==> config.mk <==
export PLATFORM = sky130hd
export DESIGN_NAME = tmds_channel_encoder
export DESIGN_NICKNAME = d
export VERILOG_FILES = /design/src/rtl/tmds_pkg.sv /design/src/rtl/tmds_popcount8.sv /design/src/rtl/tmds_channel_encoder.sv
export SDC_FILE = /design/constraint.sdc
export NUM_CORES = 1
export LEC_CHECK = 0
export ABC_CLOCK_PERIOD_IN_PS = 5510
export CAP_MARGIN = 30
export CORE_MARGIN = 2
export CORE_UTILIZATION = 35
export DETAILED_ROUTE_END_ITERATION = 12
export DONT_BUFFER_PORTS = 1
export SLEW_MARGIN = 20
export SYNTH_ARGS = -nofsm -noshare
export SYNTH_HDL_FRONTEND = slang
export SYNTH_SLANG_ARGS = --single-unit
export TNS_END_PERCENT = 1
==> constraint.sdc <==
create_clock -name clk_pixel -period 5.51 [get_ports clk_pixel]
set_input_delay 0.551 -clock clk_pixel [delete_from_list [all_inputs] [get_ports clk_pixel]]
set_output_delay 0.551 -clock clk_pixel [all_outputs]
set_load 0.05 [all_outputs]
==> src/rtl/tmds_pkg.sv <==
// Shared constants and helpers for the TMDS channel encoder:
// control tokens, latency figures and the q_m transition-minimising stage.
package tmds_pkg;

    localparam int TMDS_LATENCY_PIPE   = 2;
    localparam int TMDS_LATENCY_NOPIPE = 1;

    localparam logic [9:0] TMDS_CTRL_00 = 10'b1101010100;
    localparam logic [9:0] TMDS_CTRL_01 = 10'b0010101011;
    localparam logic [9:0] TMDS_CTRL_10 = 10'b0101010100;
    localparam logic [9:0] TMDS_CTRL_11 = 10'b1010101011;

    function automatic logic [9:0] tmds_ctrl_token(input logic [1:0] c);
        logic [9:0] tok;
        case (c)
            2'b00:   tok = TMDS_CTRL_00;
            2'b01:   tok = TMDS_CTRL_01;
            2'b10:   tok = TMDS_CTRL_10;
            default: tok = TMDS_CTRL_11;
        endcase
        return tok;
    endfunction

    // XNOR chaining when the byte is one-heavy (ties broken by bit 0), else XOR.
    function automatic logic [8:0] tmds_build_qm(input logic [7:0] d, input logic [3:0] n1);
        logic       use_xnor;
        logic [8:0] qm;
        use_xnor = (n1 > 4'd4) || ((n1 == 4'd4) && !d[0]);
        qm       = '0;
        qm[0]    = d[0];
        for (int i = 1; i < 8; i++) begin
            qm[i] = use_xnor ? ~(qm[i-1] ^ d[i]) : (qm[i-1] ^ d[i]);
        end
        qm[8] = ~use_xnor;
        return qm;
    endfunction

endpackage

==> src/rtl/tmds_popcount8.sv <==
// Number of set bits in an 8-bit word (0..8).
module tmds_popcount8 (
    input  logic [7:0] data_i,
    output logic [3:0] count_o
);

    always_comb begin
        count_o = '0;
        for (int i = 0; i < 8; i++) begin
            count_o = count_o + {3'b000, data_i[i]};
        end
    end

endmodule

==> src/rtl/tmds_channel_encoder.sv <==
// One TMDS channel: 8b/10b video encoding with running DC balance, plus
// control-token insertion during blanking. One symbol per pixel clock.
module tmds_channel_encoder
    import tmds_pkg::*;
#(
    parameter int C_pipeline = 1
) (
    input  logic       clk_pixel,
    input  logic       reset,
    input  logic [7:0] in_data,
    input  logic [1:0] in_c,
    input  logic       in_blank,
    output logic [9:0] out_tmds
);

    logic [7:0] data_s_q;
    logic [1:0] c_s_q;
    logic       blank_s_q;

    always_ff @(posedge clk_pixel) begin
        if (reset) begin
            data_s_q  <= '0;
            c_s_q     <= 2'b00;
            blank_s_q <= 1'b1;
        end else begin
            data_s_q  <= in_data;
            c_s_q     <= in_c;
            blank_s_q <= in_blank;
        end
    end

    logic [3:0] n1;
    logic [8:0] qm_s;

    tmds_popcount8 u_pop_data (
        .data_i  (data_s_q),
        .count_o (n1)
    );

    assign qm_s = tmds_build_qm(data_s_q, n1);

    // Blank and control bits travel with q_m so the output stage sees aligned data.
    logic [8:0] qm_m;
    logic [1:0] c_m;
    logic       blank_m;

    generate
        if (C_pipeline != 0) begin : g_qm_reg
            logic [8:0] qm_m_q;
            logic [1:0] c_m_q;
            logic       blank_m_q;

            always_ff @(posedge clk_pixel) begin
                if (reset) begin
                    qm_m_q    <= '0;
                    c_m_q     <= 2'b00;
                    blank_m_q <= 1'b1;
                end else begin
                    qm_m_q    <= qm_s;
                    c_m_q     <= c_s_q;
                    blank_m_q <= blank_s_q;
                end
            end

            assign qm_m    = qm_m_q;
            assign c_m     = c_m_q;
            assign blank_m = blank_m_q;
        end else begin : g_qm_comb
            assign qm_m    = qm_s;
            assign c_m     = c_s_q;
            assign blank_m = blank_s_q;
        end
    endgenerate

    logic [3:0]        n1_qm;
    logic signed [4:0] diff;
    logic signed [4:0] cnt_q, cnt_d;
    logic [9:0]        tmds_q, tmds_d;

    tmds_popcount8 u_pop_qm (
        .data_i  (qm_m[7:0]),
        .count_o (n1_qm)
    );

    // diff = N1 - N0 of q_m[7:0], i.e. 2*N1 - 8.
    assign diff = $signed({n1_qm, 1'b0}) - 5'sd8;

    always_comb begin
        tmds_d = tmds_q;
        cnt_d  = cnt_q;
        if (blank_m) begin
            tmds_d = tmds_ctrl_token(c_m);
            cnt_d  = 5'sd0;
        end else if ((cnt_q == 5'sd0) || (diff == 5'sd0)) begin
            tmds_d = {~qm_m[8], qm_m[8], qm_m[8] ? qm_m[7:0] : ~qm_m[7:0]};
            cnt_d  = qm_m[8] ? (cnt_q + diff) : (cnt_q - diff);
        end else if (((cnt_q > 5'sd0) && (diff > 5'sd0)) ||
                     ((cnt_q < 5'sd0) && (diff < 5'sd0))) begin
            tmds_d = {1'b1, qm_m[8], ~qm_m[7:0]};
            cnt_d  = cnt_q + (qm_m[8] ? 5'sd2 : 5'sd0) - diff;
        end else begin
            tmds_d = {1'b0, qm_m[8], qm_m[7:0]};
            cnt_d  = cnt_q - (qm_m[8] ? 5'sd0 : 5'sd2) + diff;
        end
    end

    always_ff @(posedge clk_pixel) begin
        if (reset) begin
            tmds_q <= TMDS_CTRL_00;
            cnt_q  <= 5'sd0;
        end else begin
            tmds_q <= tmds_d;
            cnt_q  <= cnt_d;
        end
    end

    assign out_tmds = tmds_q;

endmodule

==> reports/metrics.cfg <==
[timing]
period_needed_ns=4.51
rsz0062_at_grt=false
fmax_mhz=222
setup_viol=0
hold_viol=0
period_share_pct=81.9
relSlewSlack_pct=53.9
drv_slew=0
hold_slack_ns=0.339
clock_skew_ns=0.0101
worst_pin_slew_ns=0.691
setup_tns_ns=0

[critical_path]
worstPathArrival_ns=4.69
crit_fanout=5
cp-end-kind=flip-flop
critical_path_class=flip-flop to flip-flop
startpoint_type=flip-flop
required_ns=5.69

[clocking]
clock-sinks=37
clk_pin_slew_ns=0.08
cts_setup_buffers=0
cts_buffer_depth=2
cts_root_buf=clkbuf_8
tritoncts=built
post_cts_resized=0
postCtsHoldBufs=0
cts_buffers=5
htreeDepth=2
clk_latency_ns=0.29

[logic_synthesis]
ys_ff_latch=37
synth_most_common_cell=dfxtp_1
syn-cell-area_um2=2270
synth_flop_cell=dfxtp_1
synth.area.top_cells=dfxtp_1, ha_1, fa_1
synthCells=227
yosysSeqAreaShare_pct=32.7
synth-edff-count=0
synthDistinctLibCells=32
synthTopCellsByCount=dfxtp_1, inv_1, ha_1
synth_nets=278
netlist.area_leader.share_pct=32.7
synthArstFlopShare_pct=0
avgSynthCellArea_um2=9.99
synth_warnings=0
netlist.top_cell.by_area=dfxtp_1

[place]
port_buffers=0
dp_hpwl_um=2780
place_congestion=0.847

[global_route]
grt_pass1_vias=1418
track_usage_pct=11.2
antenna_found_initial=0
grt_max_degree=38
grt_pass1_wl_um=6450
overflow=0

[route]
ant_nets=0
met3_length_um=111
drt-met1-wl_um=1640
routed.top_layer=met4
drc=0
wl_met2_um=1700
first_pass_iters=4
routedWlPerCell_um=11.6
wl_um=3530
via_count=1390
drt_iter0_drc=17
viasPerCell=4.57

[floorplanning]
io_pins=23
core_um2=6310
die_w_um=84.5
rows=29
dieArea_um2=7140
fp.dieH_um=84.5
initial_core_util_pct=35.9

[cells_and_area]
area_delta_synth_final_pct=8.16
final_nets=277
diodes=0
fillers=650
final_layout_size_suffix_gt1_share_pct=6.61

[power]
power.leakage_nw=1.08
vdd.ir_drop.worst_mv=0.409
power_density_nw_per_um2=563

[job]
maxCapViolCount=0

[outcome]
status=complete, no violations

[hold_path]
hold_path.class=input pin to flip-flop

registers in the layout, indices dropped and copies added (netlist names):
name / cells
out_tmds: 10
blank_m: 1
cnt_q: 4
c_m: 2
data_s_q: 8
c_s_q: 2
g_qm_reg.qm_m_q: 9
blank_s_q: 1
worst paths after layout:
check / slack, ns / cells after the start / start / to
max: 1.0 / 15 / g_qm_reg.qm_m_q[0]$_SDFF_PP0_ / cnt_q[4]$_SDFF_PP0_
min: 0.34 / 1 / reset / g_qm_reg.qm_m_q[2]$_SDFF_PP0_
max reg2reg: 1.0 / 15 / g_qm_reg.qm_m_q[0]$_SDFF_PP0_ / cnt_q[4]$_SDFF_PP0_
min reg2reg: 0.41 / 1 / blank_s_q$_SDFF_PP1_ / blank_m$_SDFF_PP1_
critical path: stages, from the launching register on:
cell and delay [ns]:
dfxtp_1 0.32, ha_1 0.27, inv_1 0.04, fa_1 0.49, fa_1 0.43, fa_1 0.42
fa_1 0.55, ha_1 0.33, nor2_1 0.05, a21oi_1 0.24, ha_1 0.28, a21o_1 0.16
a21oi_1 0.20, xnor2_1 0.11, xnor2_1 0.13, a2111oi_0 0.36
through the flow:
stage / total power, W / cells / instance area (um^2) / setup WS, ns / utilization (%)
after floorplan: 0.000976 / 227 / 2270 / 1.32 / -
after global placement: 0.00113 / 296 / 2320 / 1.06 / 36.7
after detailed placement: 0.00112 / 296 / 2320 / 1.00 / 36.7
after CTS: 0.00140 / 304 / 2450 / 0.991 / 38.9
after global routing: 0.00152 / 304 / 2450 / 0.545 / 38.9
final: 0.00138 / 304 / 2450 / 0.996 / 38.9
layout make-up:
cell class / instances / area (um^2) / share of cell area, %
tap: 77 / 96.3 / 3.93
clock buffer: 5 / 68.8 / 2.80
sequential: 37 / 741 / 30.2
multi-input combinational: 149 / 1360 / 55.4
inverter: 33 / 124 / 5.05
clock inverter: 3 / 65.1 / 2.65
cells in the final DEF, fill, tap and decap left out, types with 2 or more instances in the layout:
cell type and n:
nor2b_1 15, a21o_1 2, nand2_1 5, clkbuf_8 5
nor2_1 17, o22ai_1 2, fa_1 13, xor2_1 10
nor4b_2 2, a2111oi_0 4, bufinv_16 2, dfxtp_1 37
xnor2_1 16, or2_2 2, nand2b_1 3, o21ai_0 3
nor4_1 3, a21oi_1 7, inv_1 33, ha_1 25
nor3_1 4, o21a_1 6
report_power, final:
group	leakage (nW)	switching, W	internal, W	total, W
combinational	0.702	0.000418	0.000357	0.000775
clock	0.0681	0.0000951	0.000180	0.000275
sequential	0.306	0.0000375	0.000294	0.000331
total	1.08	0.000551	0.000831	0.00138
layer usage:
layer	vias to the layer above	global-route usage [%]
li1	719	-
met4	0	4.33
met2	23	18.8
met1	641	14.0
met3	7	2.65
met5	-	0
cell families after synthesis:
group | count (synthesis) | share of synthesized area (%)
AO/OA/AOI/OAI | 26 | 8.16
adder cells (fa/ha/maj) | 38 | 25.3
buffers and inverters | 41 | 7.45
flip-flops | 37 | 32.7
multiplexers | 2 | 1.43
XOR/XNOR | 27 | 11.0
AND/OR/NAND/NOR | 56 | 14.0
(Power assumes the default switching activity.)
